`config.mk`:
```
export PLATFORM = sky130hd
export DESIGN_NAME = load_store_unit
export DESIGN_NICKNAME = d
export VERILOG_FILES = /design/src/rtl/lsu_pkg.sv /design/src/rtl/lsu_align.sv /design/src/rtl/load_store_unit.sv
export SDC_FILE = /design/constraint.sdc
export NUM_CORES = 1
export LEC_CHECK = 0
export BUFFER_PORTS_ARGS = -buffer_cell sky130_fd_sc_hd__buf_2
export CAP_MARGIN = 10
export CORE_MARGIN = 3
export CORE_UTILIZATION = 40
export CTS_CLUSTER_DIAMETER = 40
export DETAILED_ROUTE_END_ITERATION = 8
export GPL_ROUTABILITY_DRIVEN = 0
export HOLD_SLACK_MARGIN = 0.12
export PLACE_DENSITY = 0.66
export SETUP_SLACK_MARGIN = 0.15
export SLEW_MARGIN = 20
export SYNTH_ARGS = -nofsm -noshare
export SYNTH_HDL_FRONTEND = slang
export SYNTH_SLANG_ARGS = --single-unit
```
`constraint.sdc`:
```
create_clock -name clk -period 3.6 [get_ports clk]
set_input_delay 0.18 -clock clk [delete_from_list [all_inputs] [get_ports clk]]
set_output_delay 0.18 -clock clk [all_outputs]
set_load 0.05 [all_outputs]
```
`src/rtl/lsu_pkg.sv`:
```
// Shared encodings for the load/store unit: access sizes, FSM states and
// the width of the REQ-state timeout counter.
package lsu_pkg;

  localparam logic [1:0] SZ_BYTE = 2'b00;
  localparam logic [1:0] SZ_HALF = 2'b01;
  localparam logic [1:0] SZ_WORD = 2'b10;

  localparam int TIMEOUT_W = 8;

  typedef enum logic [1:0] {
    IDLE,
    REQ,
    RESP
  } state_t;

endpackage

```
`src/rtl/lsu_align.sv`:
```
// Byte-lane logic for a 32-bit data port: byte enables, store-data
// replication, load extraction with sign/zero extension, alignment check.
module lsu_align
  import lsu_pkg::*;
(
  input  logic [1:0]  addr,
  input  logic [1:0]  size,
  input  logic        is_unsigned,
  input  logic [31:0] wdata,
  input  logic [31:0] rdata,
  output logic [3:0]  be,
  output logic [31:0] wdata_rep,
  output logic [31:0] rdata_ext,
  output logic        misaligned
);

  logic [7:0]  byte_sel;
  logic [15:0] half_sel;

  // NOTE: every output gets a default first so no path can infer a latch.
  always_comb begin
    be         = 4'b0000;
    wdata_rep  = wdata;
    rdata_ext  = rdata;
    misaligned = 1'b0;
    byte_sel   = rdata[{addr, 3'b000} +: 8];
    half_sel   = rdata[{addr[1], 4'b0000} +: 16];
    case (size)
      SZ_BYTE: begin
        be        = 4'b0001 << addr;
        wdata_rep = {4{wdata[7:0]}};
        rdata_ext = {{24{byte_sel[7] & ~is_unsigned}}, byte_sel};
      end
      SZ_HALF: begin
        be         = 4'b0011 << {addr[1], 1'b0};
        wdata_rep  = {2{wdata[15:0]}};
        rdata_ext  = {{16{half_sel[15] & ~is_unsigned}}, half_sel};
        misaligned = addr[0];
      end
      SZ_WORD: begin
        be         = 4'b1111;
        misaligned = |addr;
      end
      default: misaligned = 1'b1;
    endcase
  end

endmodule

```
`src/rtl/load_store_unit.sv`:
```
// Memory-access stage: runs one load or store at a time on a req/ack data
// port, returning extended load data and an error flag to writeback.
module load_store_unit
  import lsu_pkg::*;
#(
  parameter int ADDR_W  = 32,
  parameter int DATA_W  = 32,
  parameter int TIMEOUT = 16
) (
  input  logic              clk,
  input  logic              rst,
  input  logic              req_valid,
  output logic              req_ready,
  input  logic [ADDR_W-1:0] req_addr,
  input  logic              req_we,
  input  logic [1:0]        req_size,
  input  logic              req_unsigned,
  input  logic [DATA_W-1:0] req_wdata,
  output logic              resp_valid,
  output logic [DATA_W-1:0] resp_rdata,
  output logic              resp_err,
  output logic              mem_req,
  output logic              mem_we,
  output logic [ADDR_W-1:0] mem_addr,
  output logic [3:0]        mem_be,
  output logic [DATA_W-1:0] mem_wdata,
  input  logic              mem_ack,
  input  logic [DATA_W-1:0] mem_rdata
);

  state_t               state;
  logic [TIMEOUT_W-1:0] cnt;
  logic [1:0]           lat_off;
  logic [1:0]           lat_size;
  logic                 lat_we;
  logic                 lat_unsigned;

  logic [1:0]  al_off;
  logic [1:0]  al_size;
  logic        al_unsigned;
  logic [3:0]  al_be;
  logic [31:0] al_wdata;
  logic [31:0] al_rdata;
  logic        al_mis;

  // In IDLE the lane logic checks the incoming request; afterwards it works
  // from the latched copy so load extraction ignores live request inputs.
  assign al_off      = (state == IDLE) ? req_addr[1:0] : lat_off;
  assign al_size     = (state == IDLE) ? req_size      : lat_size;
  assign al_unsigned = (state == IDLE) ? req_unsigned  : lat_unsigned;

  lsu_align u_align (
    .addr        (al_off),
    .size        (al_size),
    .is_unsigned (al_unsigned),
    .wdata       (req_wdata),
    .rdata       (mem_rdata),
    .be          (al_be),
    .wdata_rep   (al_wdata),
    .rdata_ext   (al_rdata),
    .misaligned  (al_mis)
  );

  // NOTE: all sequential state uses non-blocking assignment.
  always_ff @(posedge clk or posedge rst) begin
    if (rst) begin
      state        <= IDLE;
      cnt          <= '0;
      lat_off      <= '0;
      lat_size     <= '0;
      lat_we       <= 1'b0;
      lat_unsigned <= 1'b0;
      req_ready    <= 1'b1;
      resp_valid   <= 1'b0;
      resp_rdata   <= '0;
      resp_err     <= 1'b0;
      mem_req      <= 1'b0;
      mem_we       <= 1'b0;
      mem_addr     <= '0;
      mem_be       <= '0;
      mem_wdata    <= '0;
    end else begin
      resp_valid <= 1'b0;
      case (state)
        IDLE: begin
          if (req_valid) begin
            lat_off      <= req_addr[1:0];
            lat_size     <= req_size;
            lat_we       <= req_we;
            lat_unsigned <= req_unsigned;
            mem_addr     <= {req_addr[ADDR_W-1:2], 2'b00};
            mem_wdata    <= al_wdata;
            req_ready    <= 1'b0;
            if (al_mis) begin
              state      <= RESP;
              resp_valid <= 1'b1;
              resp_err   <= 1'b1;
              resp_rdata <= '0;
            end else begin
              state   <= REQ;
              cnt     <= '0;
              mem_req <= 1'b1;
              mem_we  <= req_we;
              mem_be  <= al_be;
            end
          end
        end
        REQ: begin
          // A late ack still wins over the timeout in the same cycle.
          if (mem_ack || cnt == TIMEOUT_W'(TIMEOUT - 1)) begin
            state      <= RESP;
            mem_req    <= 1'b0;
            mem_we     <= 1'b0;
            mem_be     <= '0;
            resp_valid <= 1'b1;
            resp_err   <= ~mem_ack;
            resp_rdata <= (mem_ack && !lat_we) ? al_rdata : '0;
          end else begin
            cnt <= cnt + 1'b1;
          end
        end
        RESP: begin
          state      <= IDLE;
          req_ready  <= 1'b1;
          resp_err   <= 1'b0;
          resp_rdata <= '0;
        end
        default: state <= IDLE;
      endcase
    end
  end

endmodule

```
==> results by group, run 1 <==
Status
  – Outcome: finished, final reports clean

Global route
  – Gr usage total: 22.4%
  – Remaining global-route overflow: 0
  – Initial antenna violation count: 1
  – First-pass GRT wire length: between 20000 and 30000 um
  – Vias in the first global route: 5370
  – Pin count of the biggest net entering global routing: 92

Timing
  – Slew of the pin with the lowest slew margin: 1.03 ns
  – Fin crit share: 83.8%
  – Final Setup Violations: 0
  – Final Skew: 0.00797 ns
  – Hold Vio Cnt, Final: 0
  – Worst relative slew slack: 31.4%
  – Final TNS setup: 0 ns
  – Max Clock Freq: ~330 MHz
  – Final Max Slew Viols: 0
  – Final worst path period need: about 3 ns
  – RSZ-0062 raised after global routing: no

Synth
  – Cells after synthesis: 486
  – Mean Syn Cell Area: 11.7 um^2
  – Synth warn: 0
  – Register bit total from synthesis: approximately 120
  – Largest family of logic cells by synthesized area: compound AO/OA/AOI/OAI gates
  – Dominant synthesized flop cell: dfrtp_1
  – Synth Area in Compound Gates: between 20% and 30%
  – Post-Synth Adder-Cell Area: 0.220%
  – Post-synthesis mux area share: 15.0%
  – Mapped Area: 0.00568 mm^2
  – Post-synth EDFFs: 0
  – Synth cell types: 55
  – Register area share after synthesis: 52.5%
  – Post-Synth XOR/XNOR Area: 0%
  – Ys async rst share: 100%
  – Simple-gate share of the synthesized area: 8.44%

Floorplan
  – # rows: 42
  – Placeable Area: around 0.014 mm^2
  – Die area: 0.0157 mm^2
  – DIE WIDTH: 125 um
  – Initial core utilization: between 40% and 50%
  – Die Ht: 125 um
  – I/O pin cnt: 209

Critical path
  – Setup CP Type: flop to flop
  – CP Launch Type: flop
  – CP Max Fanout: 16
  – WP data arrival: roughly 3.4 ns
  – CP Capture Type: flop
  – Req. time, crit path: 3.95 ns

Routing
  – DR iter-0 viols: 391
  – DR DRC count: 0
  – Vias: between 5000 and 6000
  – Post-detailed-route wirelength per cell: 18.4 um
  – DR vias/cell: 5.44
  – DR pass1 iterations: 5
  – WL final: around 18000 um
  – Antenna Nets Post-Route: 0

Power and ir drop
  – NetSw: 4.49 mW
  – Sequential Power Share: 26.4%
  – Pwr/cell area: 1090 mW/mm^2
  – Leak: between 4 and 5 nW
  – Max VDD drop: between 600 and 700 uV
  – Internal power: about 4.5 mW
  – Sw Share: 50.0%
  – Total Power: 8.99 mW
  – Comb pwr share: 54.9%
  – Clock share of power: a little under a fifth

Finish
  – Synthesis-to-layout area growth: 45.3%
  – Post-Layout Cell Count: 954
  – Layout cells sized above 1: 40.8%
  – Final-stage net count: 871
  – Final Util: 60.8%

CTS
  – CTS Buffer Depth: 2
  – Latest clock arrival within the worst-skew pair: 0.42 ns
  – CTS tree: built
  – CTS clk-pin slew, worst paths: 0.06 ns
  – CTS H-tree lvls: 4
  – CTS sink cnt: 119
  – Resized cells post-CTS: 0
  – Root Driver: clkbuf_16
  – TritonCTS buffer count: 17
  – Setup bufs post-CTS: 0

Flow run
  – MaxCap Viol Count: 0

Placed design
  – Dpl hpwl: 11800 um
  – Placed cells: 846
  – PortBufs: 206

Hold path
  – Hold WC Path Type: input port to flop
-- cells by family after synthesis --
group	after synthesis
compound gates	145
other cells	1
buf+inv	37
simple gates	106
fa+ha+maj	1
mux	77
flops	119
-- path summary, 6_finish.rpt --
| check | startpoint | end | slack, ns | cells past startpoint |
|---|---|---|---|---|
| hold / removal | mem_rdata[3] | resp_rdata[3] | 0.14 | 3 |
| setup reg to reg | state[0] | resp_rdata[0] | 0.58 | 7 |
| hold reg to reg | mem_req | mem_req | 0.47 | 1 |
| setup / recovery | state[0] | resp_rdata[0] | 0.58 | 7 |
| min in group asynchronous | rst | mem_addr[16] | 0.31 | 3 |
| max in group asynchronous | rst | req_ready | 2.45 | 4 |
-- layout by cell type, fill, tap and decap left out, drive strengths merged, types with 3 or more instances in the layout --
| master | instances |
|---|---|
| a21oi | 7 |
| clkbuf | 20 |
| nor2 | 34 |
| nand2 | 48 |
| a22o | 15 |
| a221o | 16 |
| and3 | 4 |
| o21ai | 38 |
| mux2 | 46 |
| mux2i | 31 |
| o221ai | 7 |
| nor3 | 3 |
| nand2b | 3 |
| bufinv | 3 |
| a31oi | 10 |
| inv | 6 |
| dfrtp | 118 |
| clkinv | 5 |
| a21o | 13 |
| o2bb2ai | 16 |
| dlygate4sd3 | 77 |
| a211oi | 11 |
| o31ai | 7 |
| buf | 214 |
-- sequential cells by signal, indices dropped and copies added, names as in the netlist, 2 cells and up --
signal / count
resp_rdata: 32
state: 2
mem_be: 4
lat_size: 2
mem_addr: 30
mem_wdata: 32
lat_off: 2
cnt: 8
-- repair_timing --
action                                 4_1_cts  5_1_grt
setup endpoints to repair                    0        0
endpoints found under the hold margin      104        0
hold buffers                                77        0
-- worst max-delay path, stage by stage, from the launching register on --
cell      delay, ns
dfrtp_1        0.49
nor2_2         0.55
buf_4          0.28
mux2_2         0.55
nor2_1         0.52
o221ai_1       0.21
a31oi_1        0.20
a221o_1        0.14
-- synth_stat cells, types with 2 or more instances --
master     instances  area share (%)
buf_4              2            0.26
buf_6              3            0.60
nand2b_1           3            0.33
clkbuf_1          18             1.2
nor2_1            32             2.1
mux2i_2            2            0.49
nor4b_1            2            0.31
a21o_1            13             1.7
o2bb2ai_2         10             2.6
o21ai_0           37             3.3
a22o_1            15             2.3
a31oi_1            9            0.99
o31ai_1            6            0.79
nor2_2             2            0.22
mux2_2            45             8.9
o2bb2ai_1          6            0.93
and3_1             4            0.44
a211oi_4           2            0.71
dfrtp_1          118              52
buf_2              7            0.62
nand2_1           48             3.2
inv_1              6            0.40
a221o_1           16             2.8
a21oi_1            7            0.62
nor2b_1            2            0.22
o221ai_1           6            0.93
a211oi_1           9             1.2
mux2i_1           28             4.9
nor3_1             2            0.18
-- power groups by stage --
| stage | Combinational, mW | Clock, mW | Sequential (mW) |
|---|---|---|---|
| CTS | 4.93 | 1.71 | 2.36 |
| floorplan | 1.77 | 0 | 4.26 |
| global route | 5.20 | 1.77 | 2.45 |
| finish | 4.93 | 1.68 | 2.37 |
| global placement | 4.78 | 0 | 2.33 |
| detailed placement | 4.85 | 0 | 2.36 |
-- layer usage --
layer,GRT usage (%),wire [um],vias up,part of all wire (%)
met3,7.76,1480,45,8.4
met1,26.9,6970,2505,40
met5,0,0,-,0
met2,37.5,8680,264,49
met4,7.78,427,0,2.4
li1,-,-,2376,-
-- layout make-up --
class,count,area (um^2)
Antenna cell,1,2.50
Multi-Input combinational cell,331,2540
Tap cell,176,220
Inverter,6,25.0
Fill cell,1087,5310
Clock buffer,20,447
Timing Repair Buffer,291,1900
Clock inverter,10,130
Sequential cell,119,2980
-- stage by stage --
stage	hold slack, ns	setup slack [ns]	area, um^2
3_5_place_dp	0.203	0.682	6890
2_1_floorplan	0.286	0.264	5680
6_report	0.139	0.585	8250
3_3_place_gp	0.189	0.792	6890
5_1_grt	0.131	0.372	8250
4_1_cts	0.121	0.686	8240
(Power assumes the default switching activity.)
==> run 2: changes to the inputs <==
- PLACE_DENSITY: 0.66 -> 0.64
- clock period: 3.6 -> 2.9 ns (I/O delays scaled with it)
==> run 2 against run 1 <==
Clock power increased by 20%. Count of clock-buffer cells in the layout is the same. First-iteration DRC count down 17%. Die area unchanged. Utilization rose by 1.7 points. Routed wire length is 1.3% higher. Fmax is 16% higher. Via count grew 1.5%. Combinational power is 27% higher. Critical endpoint is now resp_rdata[1]. Largest power group unchanged.
==> results by group, run 2 (same netlist as run 1, synthesis figures left out) <==
Status
  – Outcome: finished, final reports clean

Timing
  – Hold Vio Cnt, Final: 0
  – Final TNS setup: 0 ns
  – Final Max Slew Viols: 0
  – Final worst path period need: about 2.6 ns
  – Final Skew: 0.00686 ns
  – Max Clock Freq: between 300 and 400 MHz
  – Worst relative slew slack: approximately 45%
  – RSZ-0062 raised after global routing: no
  – Fin crit share: 89.3%
  – PnR worst setup slack: 0.310 ns
  – Slew of the pin with the lowest slew margin: between 0.8 and 0.9 ns
  – Final Setup Violations: 0

Floorplan
  – # rows: 42
  – Placeable Area: roughly 0.014 mm^2
  – I/O pin cnt: 209
  – Die area: roughly 0.016 mm^2
  – Initial core utilization: 41.9%
  – Die Ht: around 130 um
  – DIE WIDTH: 125 um

Routing
  – DR DRC count: 0
  – DR vias/cell: 5.38
  – DR pass1 iterations: 7
  – DR iter-0 viols: 325
  – WL final: 17800 um
  – Antenna Nets Post-Route: 0
  – Post-detailed-route wirelength per cell: 18.2 um
  – Vias: 5269

Critical path
  – Reg-to-reg setup timing slack: 0.31 ns
  – CP Max Fanout: 15
  – Setup CP Type: flop to flop
  – CP Launch Type: flop
  – FF-to-FF End: resp_rdata[1]
  – R2R cell count: 6
  – CP Capture Type: flop
  – Req. time, crit path: 3.20 ns
  – Crit path from: state[0]
  – R2R Path Start: state[0]
  – WP data arrival: 2.89 ns

Power and ir drop
  – Max VDD drop: between 700 and 800 uV
  – Leak: 4.16 nW
  – Pwr/cell area: 1320 mW/mm^2

Hold path
  – Beginning of the worst hold path: mem_rdata[15]
  – Hold WC Path Type: input port to flop
  – Hold Crit Endpoint: resp_rdata[15]
  – Min-Delay Path Depth: 4

Finish
  – Layout cells sized above 1: between 40% and 50%
  – Final Util: 62.6%
  – Synthesis-to-layout area growth: 49.5%
  – Final Cell Area: 0.00848 mm^2
  – Most frequent cells in the layout: 206 x buf_2, 118 x dfrtp_1, 93 x dlygate4sd3_1
  – Commonest non-fill, non-tap cell in the layout: buf_2
  – Final-stage net count: 896
  – Top Registers: mem_wdata: 32 flops, resp_rdata: 32 flops, mem_addr: 30 flops

CTS
  – Root Driver: clkbuf_16
  – CTS Buffer Depth: 2
  – CTS tree: built
  – CTS sink cnt: 119
  – TritonCTS buffer count: 17
  – CTS H-tree lvls: 4
  – CTS clk-pin slew, worst paths: 0.05 ns
  – Latest clock arrival within the worst-skew pair: 0.42 ns

Placed design
  – Worst slack, placed: 0.210 ns
  – Dpl hpwl: roughly 12000 um
  – Area after DPL: 0.00697 mm^2
  – PortBufs: 206

Global route
  – Vias in the first global route: about 5600
  – First-pass GRT wire length: 28900 um
  – Initial antenna violation count: 1
  – Remaining global-route overflow: 0
  – Gr usage total: 22.9%
  – Pin count of the biggest net entering global routing: 72

Flow run
  – MaxCap Viol Count: 0
[run 2: stage by stage]
stage	cells	total power [mW]	hold WS (ns)
after global routing	979	11.8	0.140
after detailed placement	854	9.07	0.0970
after global placement	854	8.95	0.0923
after CTS	977	11.2	0.126
final	980	11.2	0.136
after floorplan	487	7.49	0.251
[run 2: critical path, cell delays in order, from the launching register on]
cell and delay, ns:
dfrtp_1 0.49, nor2_2 0.33, buf_12 0.20, mux2i_4 0.47, o311ai_4 0.34, a32o_1 0.29
a221o_1 0.35
[run 2: worst max path at each step]
| stage | to |
|---|---|
| 2_1_floorplan | resp_rdata[1] |
| 6_report | resp_rdata[1] |
| 5_1_grt | resp_rdata[1] |
| 4_1_cts | resp_rdata[1] |
| 3_3_place_gp | resp_rdata[1] |
| 3_5_place_dp | resp_rdata[1] |
[run 2: timing repair]
item / 4_1_cts / 5_1_grt
setup endpoints to repair: 0 / 31
gates resized for setup: 0 / 1
endpoints found under the hold margin: 209 / 0
buffers inserted: 0 / 1
hold buffers: 93 / 0
[run 2: report_power, final]
group | internal, mW | leakage (nW) | switching, mW | total [mW]
Combinational | 1.90 | 2.38 | 4.37 | 6.27
Sequential | 2.43 | 1.49 | 0.492 | 2.92
Clock | 1.29 | 0.277 | 0.732 | 2.02
[run 2: routing by layer]
| layer | routed length (um) | up-vias | part of all wire [%] | GRT usage, % |
|---|---|---|---|---|
| met3 | 1290 | 52 | 7.3 | 7.25 |
| met4 | 550 | 0 | 3.1 | 9.25 |
| li1 | - | 2420 | - | - |
| met2 | 8800 | 239 | 49 | 37.7 |
| met5 | 0 | - | 0 | 0 |
| met1 | 7140 | 2558 | 40 | 28.0 |
[run 2: layout make-up]
class	instances	area, um^2
antenna	2	5.00
multi-input combinational	331	2550
inverter	6	26.3
fill	1094	5070
clock inverter	10	105
clock buffer	20	457
sequential	119	2980
tap	176	220
timing repair buffer	316	2140
==> run 3: changes to the inputs <==
- clock period: 2.9 -> 2.4 ns (I/O delays scaled with it)
==> run 3 against run 2 <==
Final cell count increased by 1.4%. Worst setup slack got worse by 0.099 ns. Sequential share of layout area down 0.87 points. Via count rose by 3.4%. Hold slack improved by 0.0032 ns. Design area is 2.6% higher. Clock power rose by 23%. First-iteration DRC count is 51% higher. Non-clock buffer count increased by 13. Register-to-register slack lost 0.099 ns. Count of clock-buffer cells in the layout stayed put. Critical endpoint is now resp_rdata[14]. Largest power group unchanged.
==> results by group, run 3 (same netlist as run 1, synthesis figures left out) <==
Finish
  – Antenna cells: 0
  – Commonest non-fill, non-tap cell in the layout: buf_2
  – Final Cell Area: around 0.0087 mm^2
  – Final-stage net count: roughly 900
  – Most frequent cells in the layout: 206 x buf_2, 116 x dfrtp_1, 94 x dlygate4sd3_1
  – Top Registers: mem_wdata: 32 flops, resp_rdata: 32 flops, mem_addr: 30 flops
  – Fillers: around 1100
  – Final Util: between 60% and 70%
  – Layout cells sized above 1: 42.5%
  – Synthesis-to-layout area growth: 53.4%

Timing
  – Slew of the pin with the lowest slew margin: 0.806 ns
  – Hold Vio Cnt, Final: 0
  – Final TNS setup: 0 ns
  – Max Clock Freq: 457 MHz
  – Worst relative slew slack: ~46%
  – RSZ-0062 raised after global routing: no
  – Final worst path period need: between 2 and 2.5 ns
  – PnR worst setup slack: around 0.21 ns
  – Fin crit share: about nine tenths
  – Final Setup Violations: 0
  – Final Max Slew Viols: 0
  – Final Skew: ~0.0083 ns

Placed design
  – Worst slack, placed: 0.125 ns
  – Area after DPL: roughly 0.0070 mm^2
  – PortBufs: 206
  – Dpl hpwl: 12000 um

Floorplan
  – Initial core utilization: 41.9%
  – # rows: 42
  – Placeable Area: between 0.01 and 0.015 mm^2
  – DIE WIDTH: between 100 and 150 um
  – Die area: 0.0157 mm^2
  – Die Ht: 125 um
  – I/O pin cnt: approximately 210

Global route
  – Pin count of the biggest net entering global routing: 94
  – Vias in the first global route: 5824
  – Remaining global-route overflow: 0
  – First-pass GRT wire length: 29800 um
  – Initial antenna violation count: 0
  – Gr usage total: 23.6%

Flow run
  – MaxCap Viol Count: 0

Critical path
  – CP Launch Type: flop
  – WP data arrival: 2.48 ns
  – Req. time, crit path: 2.69 ns
  – Setup CP Type: flop to flop
  – CP Capture Type: flop
  – CP Max Fanout: 12

Power and ir drop
  – Max VDD drop: 1030 uV
  – Leak: 4.25 nW
  – Pwr/cell area: between 1500 and 2000 mW/mm^2

CTS
  – Root Driver: clkbuf_16
  – Latest clock arrival within the worst-skew pair: about 0.41 ns
  – CTS clk-pin slew, worst paths: 0.06 ns
  – CTS Buffer Depth: 2
  – CTS H-tree lvls: 4
  – TritonCTS buffer count: 17
  – CTS sink cnt: 119
  – CTS tree: built

Routing
  – DR vias/cell: between 5 and 6
  – Antenna Nets Post-Route: 0
  – Post-detailed-route wirelength per cell: 19.0 um
  – DR iter-0 viols: 490
  – Vias: 5450
  – DR pass1 iterations: 5
  – WL final: 18900 um
  – DR DRC count: 0

Status
  – Outcome: finished, final reports clean

Hold path
  – Hold WC Path Type: input port to flop
## run 3: worst paths after layout
kind / from / end / slack [ns] / cells after the start
max: state[0] / resp_rdata[14] / 0.21 / 5
min: mem_rdata[8] / resp_rdata[8] / 0.14 / 3
max reg2reg: state[0] / resp_rdata[14] / 0.21 / 5
min reg2reg: mem_wdata[31] / mem_wdata[31] / 0.47 / 1
max in group asynchronous: rst / req_ready / 1.56 / 4
min in group asynchronous: rst / mem_addr[13] / 0.38 / 4
## run 3: area by class of cell
class	instances	area, um^2	area share (%)
clock buffer	20	457	5.25
sequential	119	2980	34.2
tap	176	220	2.53
clock inverter	12	128	1.47
multi-input combinational	332	2610	30.0
inverter	6	26.3	0.302
timing repair buffer	329	2280	26.2
## run 3: stage by stage
step,std cells,power (mW),hold WS [ns]
2_1_floorplan,487,9.06,0.226
3_3_place_gp,861,10.9,0.256
3_5_place_dp,861,11.0,0.259
4_1_cts,987,13.7,0.121
5_1_grt,994,14.7,0.146
6_report,994,14.0,0.139
## run 3: routing by layer
| metal | track usage (%) | part of all wire [%] |
|---|---|---|
| met5 | 0 | 0 |
| met4 | 11.9 | 4.5 |
| met3 | 7.46 | 8.0 |
| met2 | 40.6 | 50 |
| met1 | 26.5 | 37 |
## run 3: where the power goes
part	internal, mW	switching (mW)	leakage (nW)	total [mW]
clock network	1.58	0.915	0.278	2.49
logic	2.51	5.45	2.48	7.96
registers	2.94	0.619	1.49	3.56
total	7.02	6.99	4.25	14.0
## run 3: timing repair
action	in CTS	in global routing
endpoints found under the hold margin	213	0
setup buffers	0	5
cloned	0	2
pin swaps	1	3
hold buffers	94	0
setup endpoints to repair	26	33
gates resized for setup	4	6
## run 3: critical path: stages, from the launching register on
cell	delay, ns
dfrtp_2	0.48
or2_1	0.41
nand3_1	0.31
o311ai_4	0.25
a22o_1	0.32
a221o_1	0.30
